**config.mk**
```make
export PLATFORM = sky130hd
export DESIGN_NAME = pwm_bank
export DESIGN_NICKNAME = d
export VERILOG_FILES = /design/src/rtl/pwm_bank.sv
export SDC_FILE = /design/constraint.sdc
export NUM_CORES = 1
export LEC_CHECK = 0
export ABC_CLOCK_PERIOD_IN_PS = 4700
export BUFFER_PORTS_ARGS = -buffer_cell sky130_fd_sc_hd__clkbuf_2
export CAP_MARGIN = 20
export CORE_MARGIN = 2
export CORE_UTILIZATION = 55
export CTS_BUF_LIST = sky130_fd_sc_hd__clkbuf_16
export DETAILED_ROUTE_END_ITERATION = 12
export PLACE_DENSITY = 0.68
export SYNTH_ARGS = -nofsm -noshare
export SYNTH_HDL_FRONTEND = slang
export SYNTH_SLANG_ARGS = --single-unit
```
**constraint.sdc**
```tcl
create_clock -name clk -period 4.7 [get_ports clk]
set_input_delay 0.235 -clock clk [delete_from_list [all_inputs] [get_ports clk]]
set_output_delay 0.235 -clock clk [all_outputs]
set_load 0.01 [all_outputs]
```
**src/rtl/pwm_bank.sv**
```systemverilog
// rtl/pwm_bank.sv - multi-channel PWM bank with shared period counter and shadowed duty/period registers
// Edge- or center-aligned counting; shadows transfer to the active set only when the next count is 0.
module pwm_bank #(
    parameter int CHANNELS = 4,
    parameter int CNT_W    = 8,
    localparam int AW      = $clog2(CHANNELS + 1)
) (
    input  logic                clk,
    input  logic                rst,
    input  logic                enable,
    input  logic                center,
    input  logic                wr_en,
    input  logic [AW-1:0]       wr_addr,
    input  logic [CNT_W-1:0]    wr_data,
    output logic [CHANNELS-1:0] pwm_out,
    output logic                period_tick
);

    logic [CNT_W-1:0]    cnt_q, cnt_d;
    logic                dir_q, dir_d;
    logic [CNT_W-1:0]    duty_sh_q  [CHANNELS];
    logic [CNT_W-1:0]    duty_act_q [CHANNELS];
    logic [CNT_W-1:0]    per_sh_q, per_act_q;
    logic                mode_q;
    logic [CHANNELS-1:0] pwm_q, pwm_d;
    logic                tick_q, tick_d;
    logic [CHANNELS-1:0] wr_duty;
    logic                wr_per;
    logic                boundary;

    always_comb begin
        wr_per = wr_en && (wr_addr == AW'(CHANNELS));
        for (int i = 0; i < CHANNELS; i++) begin
            wr_duty[i] = wr_en && (wr_addr == AW'(i));
        end
    end

    // dir_q=1 means counting down; only ever set in center mode
    always_comb begin
        cnt_d = '0;
        dir_d = 1'b0;
        if (enable) begin
            if (!mode_q) begin
                cnt_d = (cnt_q >= per_act_q) ? '0 : cnt_q + 1'b1;
            end else if (!dir_q) begin
                if (cnt_q >= per_act_q) begin
                    cnt_d = (per_act_q == '0) ? '0 : per_act_q - 1'b1;
                end else begin
                    cnt_d = cnt_q + 1'b1;
                end
            end else begin
                cnt_d = cnt_q - 1'b1;
            end
            dir_d = mode_q && (cnt_d != '0) && (dir_q || (cnt_q >= per_act_q));
        end
    end

    // a disabled bank yields cnt_d=0, so every idle cycle is a boundary
    assign boundary = (cnt_d == '0);

    always_comb begin
        tick_d = enable && (cnt_q == '0);
        for (int i = 0; i < CHANNELS; i++) begin
            pwm_d[i] = enable && (cnt_q < duty_act_q[i]);
        end
    end

    always_ff @(posedge clk) begin
        if (rst) begin
            cnt_q     <= '0;
            dir_q     <= 1'b0;
            per_sh_q  <= '1;
            per_act_q <= '1;
            mode_q    <= 1'b0;
            pwm_q     <= '0;
            tick_q    <= 1'b0;
            for (int i = 0; i < CHANNELS; i++) begin
                duty_sh_q[i]  <= '0;
                duty_act_q[i] <= '0;
            end
        end else begin
            cnt_q  <= cnt_d;
            dir_q  <= dir_d;
            pwm_q  <= pwm_d;
            tick_q <= tick_d;
            if (wr_per) begin
                per_sh_q <= wr_data;
            end
            for (int i = 0; i < CHANNELS; i++) begin
                if (wr_duty[i]) begin
                    duty_sh_q[i] <= wr_data;
                end
            end
            if (boundary) begin
                per_act_q <= wr_per ? wr_data : per_sh_q;
                mode_q    <= center;
                for (int i = 0; i < CHANNELS; i++) begin
                    duty_act_q[i] <= wr_duty[i] ? wr_data : duty_sh_q[i];
                end
            end
        end
    end

    assign pwm_out     = pwm_q;
    assign period_tick = tick_q;

endmodule

```
; ---- After elaboration in Yosys (flattened, before gate mapping)
; Memories as Yosys holds them, arrays and structs flattened.
; Cells that the tools add are included.
[op_classes]
add_sub_neg = 3
magnitude_cmp = 5
n_eq_ne = 4
n_mux = 37
n_bitwise = 9
reduce_logical = 19
[op_table]
columns = op, count
row1 = 2-to-1 mux 8 bit, 20
row2 = < comparator 8 bit, 4
row3 = logical NOT 8 bit, 3
row4 = 2-to-1 mux 1 bit, 17
row5 = "subtractor 8 x 1 -> 8 bit, second input constant", 2
row6 = logical AND 1 bit, 12
row7 = "adder 8 x 1 -> 8 bit, second input constant", 1
row8 = greater-or-equal comparator 8 bit, 1
row9 = bitwise OR 1 bit, 8
row10 = nonzero test 8 bit, 1
row11 = "equality test 3 x 2 -> 1 bit, second input constant", 2
row12 = "equality test 3 x 1 -> 1 bit, second input constant", 1
row13 = "equality test 3 bit, second input constant", 1
row14 = logical NOT 3 bit, 1
row15 = OR reduction 2 bit, 1
row16 = logical OR 1 bit, 1
row17 = inverter 1 bit, 1
[totals]
register_bits = 31
mem_bits_rw = 64
output_inout_bits = 5
mem_count = 2
[memory_table]
columns = name, words, word_bits, read_ports, rd_ports_with_merged_regs, write_ports, line_no
row1 = duty_act_q, 4, 8, 4, 0, 4, 22  ; logic [CNT_W-1:0] duty_act_q [CHANNELS];
row2 = duty_sh_q, 4, 8, 4, 0, 4, 21  ; logic [CNT_W-1:0] duty_sh_q [CHANNELS];

; ---- Depth between registers and ports, before layout
[logic_depth]
word_depth = 12
mapped_depth = 13
depth_no_buf = 10

; ---- Worst setup path before layout
; Ideal clock, no wire load.
[synth_path]
kind = register -> register
startpoint = register cnt_q[0]
endpoint = memory duty_act_q[0][0], enable pin
arrival_time_ns = 3.109
required_time_ns = 4.311
setup_slack_ns = 1.202
stages_incl_launch_ff = 12
period_less_slack_ns = 3.498
path_cell_list = dfxtp_1 > clkbuf_1 > inv_1 > ha_1 > nand2b_1 > a21oi_4 > o31ai_2 > buf_2 > o32ai_1 > a221oi_1 > and2_1 > a21o_1
[synth_lines]
columns = item, line_no
row1 = start: declaration, 19  ; logic [CNT_W-1:0] cnt_q, cnt_d;
row2 = start signal: assignment, 82  ; cnt_q <= cnt_d;
row3 = end: declaration, 22

==> results.cfg <==
[placement]
place_congestion = 0.894
dp_hpwl_mm = 8.23
placed_cells = 640
port_buffers = 20
pre_cts_ws_ns = 0.872

[route]
dr.first_iter.drc_count = 190
avgRoutedWirePerCell_um = 17.6
drc = 0
dr.pass1.iters = 5
vias = 3773
ant_nets = 0
wirelength_mm = 11.6
via_per_inst = 5.75

[sta]
setup_tns_ns = 0
skew_ns = 0.00639
fin_crit_sh_pct = 82.6
worstMarginPinSlew_ns = 0.929
slew_headroom_pct = 37.7
drv_slew = 0
rsz0062_at_grt = false
fin_crit_ns = 3.88
fmax_ghz = 0.257
setup_ws_ns = 0.816
finalSetupViolCount = 0
finalHoldViolCount = 0

[setup_path]
crit_type = register to register
critPathLaunchType = register
worstPathArrival_ns = 3.88
required_ns = 4.70
cpMaxStageDelayCell = o31ai_2
max_stage_delay_ns = 0.78
end_kind = register
critPathMaxFanout = 33
path_cells = inv_1 > ha_1 > nand2b_1 > a21oi_4 > o31ai_2 > o21ai_0 > a221oi_1 > and2_1 > a21o_1 > buf_4

[global_route]
overflow = 0
grt_max_degree = 60
grt_pass1_wl_mm = 18.8
grt_pass1_vias = 3511
grt_use_total_pct = 23.3
antenna_found_initial = 0

[pwr]
pwr-share-seq_pct = 52.5
combinationalPowerShare_pct = 10.8
switching_power_uw = 455
intPower_uw = 1390
power_leakage_uw = 0.00256
peakVddDrop_uv = 196
p_clk_share_pct = 36.7
switching_share_pct = 24.6
powerDensity_nw_per_um2 = 311

[yosys]
synth.cell_area_um2 = 5430
synth_cell_types = 57
synth_top_area_share_pct = 35.4
synth_edf_count = 64
synthTopCellsByArea = edfxtp_1 35%, dfxtp_1 11%, ha_1 9.4%
synth-seq-area-share_pct = 46.8
syn-num-nets = 559
async_flop_share_pct = 0
syn_area_per_cell_um2 = 10.8
synth_cells = 502
yosysTopAreaCell = edfxtp_1
synth_top_flop_cell = edfxtp_1
ys.warnings.count = 0
ys_ff_latch = 95

[floorplan]
die_y_um = 103
core_um2 = 9680
row_count = 36
start_util_pct = 56.1
die-area_um2 = 10700
ioPinCount = 21
die_x_um = 103

[final_layout]
final_common_cell = edfxtp_1
layout-drive-gt1-share_pct = 13.8
fin_nets = 575
n_antenna_cell = 0
final_cell_mix = 64 x edfxtp_1, 43 x nor3_1, 41 x inv_1, 41 x ha_1, 34 x and2_1
fin_cells = 656
area_delta_synth_final_pct = 9.63

[clock_tree]
holdBufCountCts = 0
cts_buffer_depth = 2
cts_resized = 0
cts_tree = built
root_buffer = clkbuf_16
cts_max_level = 3
clkTransAtPathRegs_ns = 0.07
cts_num_sinks = 95
post-cts-setup-buffer-count = 0
cts_buffers = 9
clock_latency_ns = 0.34

[worst_hold_path]
min_path_type = primary input to register

[run]
cap_violations = 0

[outcome]
status = completed
path summary, 6_finish.rpt:
kind	depth (start not counted)	startpoint	slack (ns)	to
setup / recovery	10	cnt_q[0]	0.82	duty_act_q[0][5]
hold / removal	3	center	0.23	mode_q
setup reg to reg	10	cnt_q[0]	0.82	duty_act_q[0][5]
hold reg to reg	2	per_sh_q[6]	0.57	per_sh_q[6]
area by class of cell:
| class | count | area, µm² |
|---|---|---|
| clock buffers | 9 | 225 |
| clock inverters | 7 | 47.5 |
| fillers | 794 | 3730 |
| inverters | 40 | 150 |
| multi-input cells | 343 | 2640 |
| flip-flops and latches | 95 | 2540 |
| well taps | 133 | 166 |
| repair buffers | 29 | 180 |
per-stage QoR:
stage	hold slack [ns]	instance area (µm²)	utilization, %	total power [µW]
floorplan	0.374	5430	-	1120
global placement	0.549	5680	58.6	1180
detailed placement	0.555	5680	58.6	1190
CTS	0.224	5950	61.5	1860
global route	0.238	5950	61.5	1920
finish	0.227	5950	61.5	1850
synthesized netlist by cell type, types with 9 or more instances:
cell type   n
mux2i_1    32
nor3_1     43
dfxtp_1    31
ha_1       41
a21oi_1    13
edfxtp_1   64
nand2_1    13
a21o_1     27
nand2b_1    9
a211o_1     9
or2_2      12
nor2_1     14
clkbuf_1   15
and2_1     34
nor2b_1    12
inv_1      40
power groups by stage:
stage | clock network, µW | registers, µW | logic, µW
global route | 720 | 976 | 225
CTS | 688 | 971 | 201
finish | 678 | 971 | 200
global placement | 0 | 988 | 195
floorplan | 0 | 980 | 141
detailed placement | 0 | 990 | 199
cell families after synthesis:
family                   after synthesis  share of synthesized area [%]
XOR/XNOR                               8                           1.29
adder cells (fa/ha/maj)               41                           9.45
AND/OR/NAND/NOR                      169                           17.8
flip-flops                            95                           46.8
multiplexers                          40                           8.11
AO/OA/AOI/OAI                         85                           11.8
buffers and inverters                 64                           4.68
worst max-delay path, delay by kind of cell, from the launching register on:
kind	cells	cell delay, ns
DFF	1	0.58
and+or+nand+nor	2	0.45
adders and majority gates	1	0.31
buffers and inverters	2	0.55
AOI/OAI and AO/OA	5	1.62
state kept, by name (all words and copies together) (netlist names):
| name | flops |
|---|---|
| per_act_q | 8 |
| pwm_out | 4 |
| per_sh_q | 8 |
| duty_act_q | 32 |
| dir_q | 1 |
| mode_q | 1 |
| cnt_q | 8 |
| duty_sh_q | 32 |
| period_tick | 1 |
routing by layer:
metal / global-route usage [%] / wire length, µm / vias to the layer above
li1: - / - / 1860
met1: 35.0 / 5620 / 1796
met2: 35.4 / 5280 / 102
met3: 3.16 / 478 / 15
met4: 6.58 / 178 / 0
met5: 0 / 0 / -
Note: power is estimated with default switching activity, not from simulation.
